File: src/rtl/tick_sched_pkg.sv
// Shared types and divisor clamping helpers for the tick scheduler.
package tick_sched_pkg;

    typedef enum logic [1:0] {
        IDLE = 2'd0,
        RUN  = 2'd1,
        PEND = 2'd2
    } state_t;

    localparam int FAST_MIN = 2;
    localparam int SLOW_MIN = 1;

    // A fast divisor below 2 could never produce a gap between strobes.
    function automatic logic [63:0] clamp_fast(input logic [63:0] d);
        return (d < 64'(FAST_MIN)) ? 64'(FAST_MIN) : d;
    endfunction

    function automatic logic [63:0] clamp_slow(input logic [63:0] d);
        return (d < 64'(SLOW_MIN)) ? 64'(SLOW_MIN) : d;
    endfunction

endpackage

File: src/rtl/tick_scheduler_if.sv
// Divisor reload handshake between a configuring master and the tick scheduler.
interface tick_scheduler_if #(
    parameter int FAST_W = 26,
    parameter int SLOW_W = 32
) ();

    logic              cfg_valid;
    logic              cfg_ready;
    logic [FAST_W-1:0] cfg_fast_div;
    logic [SLOW_W-1:0] cfg_slow_div;

    modport master (
        output cfg_valid,
        output cfg_fast_div,
        output cfg_slow_div,
        input  cfg_ready
    );

    modport slave (
        input  cfg_valid,
        input  cfg_fast_div,
        input  cfg_slow_div,
        output cfg_ready
    );

endinterface

File: src/rtl/tick_scheduler_mod_counter.sv
// Modulo counter holding its own active divisor; wrap flags the last count of a period.
module mod_counter #(
    parameter int             W         = 8,
    parameter logic [W-1:0]   RESET_DIV = W'(2)
) (
    input  logic         clk,
    input  logic         rst_n,
    input  logic         en,
    input  logic         clr,
    input  logic         load,
    input  logic [W-1:0] load_div,
    output logic         wrap,
    output logic [W-1:0] count
);

    logic [W-1:0] div;

    // Wrap always reflects the divisor in force before any load on the same edge.
    assign wrap = en && !clr && (count == div - W'(1));

    always_ff @(posedge clk) begin
        if (!rst_n) begin
            count <= '0;
            div   <= RESET_DIV;
        end else if (clr) begin
            count <= '0;
        end else if (load) begin
            count <= '0;
            div   <= load_div;
        end else if (wrap) begin
            count <= '0;
        end else if (en) begin
            count <= count + W'(1);
        end
    end

endmodule

File: src/rtl/tick_scheduler.sv
// Programmable fast/slow tick generator with glitch-free runtime divisor reload.
module tick_scheduler
    import tick_sched_pkg::*;
#(
    parameter int          FAST_W   = 26,
    parameter int          SLOW_W   = 32,
    parameter int unsigned FAST_DIV = 5001,
    parameter int unsigned SLOW_DIV = 20001
) (
    input  logic                 clk_sys,
    input  logic                 rst_n,
    input  logic                 en,
    input  logic                 clr,
    tick_scheduler_if.slave      cfg,
    output logic                 fast_tick,
    output logic                 slow_tick,
    output logic                 fast_sq,
    output logic                 slow_sq
);

    state_t            state;
    state_t            state_next;
    logic              accept;
    logic              apply;
    logic              fast_wrap;
    logic              slow_wrap;
    logic [FAST_W-1:0] shadow_fast;
    logic [SLOW_W-1:0] shadow_slow;
    logic [FAST_W-1:0] fast_cnt_unused;
    logic [SLOW_W-1:0] slow_cnt_unused;

    assign cfg.cfg_ready = (state != PEND);
    assign accept        = cfg.cfg_valid && cfg.cfg_ready;

    mod_counter #(.W(FAST_W), .RESET_DIV(FAST_W'(FAST_DIV))) u_fast (
        .clk      (clk_sys),
        .rst_n    (rst_n),
        .en       (en),
        .clr      (clr),
        .load     (apply),
        .load_div (shadow_fast),
        .wrap     (fast_wrap),
        .count    (fast_cnt_unused)
    );

    // The slow counter advances once per fast period.
    mod_counter #(.W(SLOW_W), .RESET_DIV(SLOW_W'(SLOW_DIV))) u_slow (
        .clk      (clk_sys),
        .rst_n    (rst_n),
        .en       (fast_wrap),
        .clr      (clr),
        .load     (apply),
        .load_div (shadow_slow),
        .wrap     (slow_wrap),
        .count    (slow_cnt_unused)
    );

    always_ff @(posedge clk_sys) begin
        if (!rst_n) begin
            state <= IDLE;
        end else begin
            state <= state_next;
        end
    end

    // A pending pair lands on the next fast wrap, or at once if counting stops.
    always_comb begin
        state_next = state;
        apply      = 1'b0;
        unique case (state)
            IDLE: begin
                if (accept) begin
                    state_next = PEND;
                end else if (en) begin
                    state_next = RUN;
                end
            end
            RUN: begin
                if (accept) begin
                    state_next = PEND;
                end else if (!en) begin
                    state_next = IDLE;
                end
            end
            PEND: begin
                if (!clr && (!en || fast_wrap)) begin
                    apply      = 1'b1;
                    state_next = en ? RUN : IDLE;
                end
            end
            default: state_next = IDLE;
        endcase
    end

    always_ff @(posedge clk_sys) begin
        if (!rst_n) begin
            shadow_fast <= FAST_W'(FAST_DIV);
            shadow_slow <= SLOW_W'(SLOW_DIV);
        end else if (accept) begin
            shadow_fast <= FAST_W'(clamp_fast(64'(cfg.cfg_fast_div)));
            shadow_slow <= SLOW_W'(clamp_slow(64'(cfg.cfg_slow_div)));
        end
    end

    always_ff @(posedge clk_sys) begin
        if (!rst_n || clr) begin
            fast_tick <= 1'b0;
            slow_tick <= 1'b0;
            fast_sq   <= 1'b0;
            slow_sq   <= 1'b0;
        end else begin
            fast_tick <= fast_wrap;
            slow_tick <= slow_wrap;
            fast_sq   <= fast_sq ^ fast_wrap;
            slow_sq   <= slow_sq ^ slow_wrap;
        end
    end

endmodule

File: src/flat_wrapper.sv
// flat-port wrapper written by rule: the top's interface ports become plain ports
module tick_scheduler_flat import tick_sched_pkg::*;
#(
    parameter int          FAST_W   = 26,
    parameter int          SLOW_W   = 32,
    parameter int unsigned FAST_DIV = 5001,
    parameter int unsigned SLOW_DIV = 20001
)
  (clk_sys, rst_n, en, clr, fast_tick, slow_tick, fast_sq, slow_sq, cfg_cfg_valid, cfg_cfg_fast_div, cfg_cfg_slow_div, cfg_cfg_ready);
  tick_scheduler_if #(.FAST_W(FAST_W), .SLOW_W(SLOW_W)) cfg_i ();
  input  logic clk_sys;
  input  logic rst_n;
  input  logic en;
  input  logic clr;
  output logic fast_tick;
  output logic slow_tick;
  output logic fast_sq;
  output logic slow_sq;
  input wire logic [$bits(cfg_i.cfg_valid)-1:0] cfg_cfg_valid;
  input wire logic [$bits(cfg_i.cfg_fast_div)-1:0] cfg_cfg_fast_div;
  input wire logic [$bits(cfg_i.cfg_slow_div)-1:0] cfg_cfg_slow_div;
  output wire logic [$bits(cfg_i.cfg_ready)-1:0] cfg_cfg_ready;
  assign cfg_i.cfg_valid = cfg_cfg_valid;
  assign cfg_i.cfg_fast_div = cfg_cfg_fast_div;
  assign cfg_i.cfg_slow_div = cfg_cfg_slow_div;
  assign cfg_cfg_ready = cfg_i.cfg_ready;
  tick_scheduler #(.FAST_W(FAST_W), .SLOW_W(SLOW_W), .FAST_DIV(FAST_DIV), .SLOW_DIV(SLOW_DIV)) u_core (.clk_sys(clk_sys), .rst_n(rst_n), .en(en), .clr(clr), .cfg(cfg_i), .fast_tick(fast_tick), .slow_tick(slow_tick), .fast_sq(fast_sq), .slow_sq(slow_sq));
endmodule
File: config.mk
export PLATFORM = sky130hd
export DESIGN_NAME = tick_scheduler_flat
export DESIGN_NICKNAME = d
export VERILOG_FILES = /design/src/rtl/tick_sched_pkg.sv /design/src/rtl/tick_scheduler_if.sv /design/src/rtl/tick_scheduler_mod_counter.sv /design/src/rtl/tick_scheduler.sv /design/src/flat_wrapper.sv
export SDC_FILE = /design/constraint.sdc
export NUM_CORES = 1
export LEC_CHECK = 0
export ABC_AREA = 0
export CAP_MARGIN = 20
export CELL_PAD_IN_SITES_DETAIL_PLACEMENT = 2
export CELL_PAD_IN_SITES_GLOBAL_PLACEMENT = 2
export CORE_MARGIN = 3
export CORE_UTILIZATION = 38
export CTS_CLUSTER_DIAMETER = 80
export DETAILED_ROUTE_END_ITERATION = 16
export GPL_ROUTABILITY_DRIVEN = 0
export PLACE_DENSITY_LB_ADDON = 0.05
export SYNTH_ARGS = -nofsm -noshare
export SYNTH_HDL_FRONTEND = slang
export SYNTH_HIERARCHICAL = 1
export SYNTH_SLANG_ARGS = --single-unit
File: constraint.sdc
create_clock -name clk_sys -period 9.3 [get_ports clk_sys]
set_clock_uncertainty 0.1 [all_clocks]
set_input_delay 1.395 -clock clk_sys [delete_from_list [all_inputs] [get_ports clk_sys]]
set_output_delay 1.395 -clock clk_sys [all_outputs]
set_load 0.02 [all_outputs]
==> impl_metrics.env <==
export IMPL_hold_buffers=0
export IMPL_max_slew_margin_pct=30.8
export IMPL_syn2layout_area_growth_pct=14.6
export IMPL_drc=0
export IMPL_rsz0062_at_grt="false"
export IMPL_synth_top_cell_by_area="dfxtp_1"
export IMPL_routed_via_density=5.34
export IMPL_hold_viol=0
export IMPL_outcome="finished, final reports clean"
export IMPL_grtUsageTotal_pct=21.6
export IMPL_cp_start_kind="flip-flop"
export IMPL_synth_cells=1168
export IMPL_vias=8151
export IMPL_port_buffers=67
export IMPL_wl_um=28000
export IMPL_finalSetupViolCount=0
export IMPL_diodes=0
export IMPL_crit_required_ns=9.51
export IMPL_power_density_mw_per_mm2=153
export IMPL_grt_pass1_wl_um=46400
export IMPL_fillCellCount=2748
export IMPL_start_util_pct=39.3
export IMPL_synthFlopType="dfxtp_1"
export IMPL_syn_area_per_cell_sq_um=8.03
export IMPL_worst_r2r_setup_slack_ns=3.82
export IMPL_grt_pass1_vias=8532
export IMPL_dp_hpwl_um=20300
export IMPL_synth_enable_flop_cells=0
export IMPL_critical_path_top_delay_family="simple AND/OR/NAND/NOR gates"
export IMPL_synthTopCellsByCount="nand2_1 (294), dfxtp_1 (180), nor2_1 (105)"
export IMPL_ys_types=74
export IMPL_ant_nets=0
export IMPL_synthTopCellsByArea="dfxtp_1 (38%), nand2_1 (12%), xnor2_1 (7.3%)"
export IMPL_clk_latency_ns=0.44
export IMPL_io_pins=68
export IMPL_die_y_um=163
export IMPL_vdd_drop_max_mv=0.0820
export IMPL_fp_dieW_um=163
export IMPL_critPathSlowestCell="or4b_1"
export IMPL_cts_tree="built"
export IMPL_clkSinkCount=180
export IMPL_seqCellArea_sq_mm=0.00360
export IMPL_drv_slew=0
export IMPL_cp_max_fo=35
export IMPL_syn_nets=1235
export IMPL_synth_most_common_cell="nand2_1"
export IMPL_netlist_area_sq_mm=0.00938
export IMPL_cts_made_buffers=17
export IMPL_clkTransAtPathRegs_ns=0.07
export IMPL_ys_ff_latch=180
export IMPL_first_pass_iters=5
export IMPL_finalCritPeriodShare_pct=59.0
export IMPL_max_freq_ghz=0.182
export IMPL_postCtsResizedCells=0
export IMPL_drt_iter0_drc=494
export IMPL_drv_cap=0
export IMPL_end_kind="flip-flop"
export IMPL_finalNetCount=1261
export IMPL_totalPowerFinal_mw=1.64
export IMPL_tightest_slew_ns=1.04
export IMPL_synth_warnings=6
export IMPL_max_stage_delay_ns=0.50
export IMPL_clockBufferDepth=2
export IMPL_period_minus_slack_ns=5.48
export IMPL_htree_levels=4
export IMPL_ys_seq_area_share_pct=38.4
export IMPL_setup_worst_path_class="reg -> reg"
export IMPL_multi_input_area_sq_mm=0.00539
export IMPL_grt_start_max_net_pins=114
export IMPL_cts_setup_buffers=0
export IMPL_cp_arrival_ns=5.69
export IMPL_cts_root_buffer="clkbuf_16"
export IMPL_leakage_nw=3.69
export IMPL_drive_gt1_share_pct=6.21
export IMPL_core_sq_mm=0.0239
export IMPL_grt_overflow_total=0
export IMPL_hold_class="reg -> reg"
export IMPL_wire_per_inst_um=18.3
export IMPL_synth_top_area_share_pct=38.4
export IMPL_synthArstFlopShare_pct=0
export IMPL_setup_tns_final_ns=0
export IMPL_dieArea_sq_mm=0.0266
export IMPL_path_buf_inv=3
export IMPL_crit_chain="inv_1 > ha_1 > nor4b_1 > nand2_1 > o31a_1 > or4b_1 > a32o_1 > nor4_4 > buf_4 > nor4b_1 > nand3_1 > a2111oi_0 > and3_1 > nand4_1 > o41ai_4 > buf_4 > nor2_1"
export IMPL_antenna_found_initial=1
export IMPL_rows=56
-- power breakdown --
part	internal, mW	switching (mW)
clock network	0.361	0.362
registers	0.790	0.0169
logic	0.0526	0.0610
total	1.20	0.440
-- layout by cell type (no fill, tap or decap), drive strengths merged, types with 6 or more instances in the layout --
cell and count:
clkbuf 18, nand3 47, clkinv 8, buf 8
nand4 20, dfxtp 180, nor2 114, xor2 52
a21boi 92, mux2i 6, nor3b 7, nor3 17
nor4 42, and3 11, or4 9, inv 20
xnor2 78, nand4b 6, nand2 294, nand2b 12
or3 8, clkdlybuf4s50 66, a21oi 9, o21ai 8
-- layer usage --
metal | vias to the layer above | wire length [um] | track usage, % | share of wire [%]
met4 | 2 | 295 | 4.58 | 1.1
li1 | 4022 | - | - | -
met1 | 3968 | 15500 | 34.3 | 56
met3 | 30 | 794 | 3.27 | 2.8
met5 | - | 13 | 0 | 0.046
met2 | 129 | 11300 | 30.6 | 41
-- cells by family (layout without fill, tap and decap cells) --
kind of cell	Yosys count	after routing	synth area share, %
xor gates and xnor gates	130	130	12.1
and+or+nand+nor	608	608	30.9
DFF	180	180	38.4
buffers and inverters	81	120	4.33
muxes	8	8	0.880
adders and majority gates	4	4	0.533
AOI/OAI and AO/OA	157	157	12.8
-- path summary, 6_finish.rpt --
kind,from,end,depth (start not counted)
setup reg to reg,u_core/u_fast/div[0],u_core/u_slow/count[7],17
hold reg to reg,u_core/shadow_slow[7],u_core/shadow_slow[7],2
hold / removal,u_core/shadow_slow[7],u_core/shadow_slow[7],2
setup / recovery,u_core/u_fast/div[0],u_core/u_slow/count[7],17
-- sequential cells by signal, indices dropped and copies added (netlist names) --
signal               count
u_core/fast_tick         1
u_core/u_slow/div       32
u_core/u_fast/count     26
u_core/slow_sq           1
u_core/state             2
u_core/shadow_slow      32
u_core/shadow_fast      26
u_core/u_fast/div       26
u_core/fast_sq           1
u_core/slow_tick         1
u_core/u_slow/count     32
-- cell type report --
type                    count  share of cell area [%]
clock buffers              18                    3.99
clock inverters            14                    1.49
inverters                  14                   0.489
multi-input cells         907                    50.1
flip-flops and latches    180                    33.5
well taps                 319                    3.71
repair buffers             74                    6.68
-- worst reg2reg max path, cell delays in order (launching register included) --
cell and delay, ns:
dfxtp_1 0.35, inv_1 0.09, ha_1 0.29, nor4b_1 0.49
nand2_1 0.37, o31a_1 0.39, or4b_1 0.50, a32o_1 0.27
nor4_4 0.13, buf_4 0.43, nor4b_1 0.30, nand3_1 0.10
a2111oi_0 0.41, and3_1 0.23, nand4_1 0.14, o41ai_4 0.26
buf_4 0.38, nor2_1 0.12
-- stage by stage --
| stage | hold slack, ns | area, sq um | std cells | setup WS [ns] | util (%) |
|---|---|---|---|---|---|
| floorplan | 0.335 | 9380 | 1168 | 4.29 | - |
| global placement | 0.344 | 10200 | 1494 | 3.69 | 42.5 |
| detailed placement | 0.351 | 10200 | 1494 | 3.59 | 42.5 |
| CTS | 0.362 | 10800 | 1526 | 3.77 | 45.0 |
| global route | 0.380 | 10800 | 1526 | 3.19 | 45.0 |
| finish | 0.358 | 10800 | 1526 | 3.82 | 45.0 |
No activity file was read; power rests on OpenSTA's default activity.
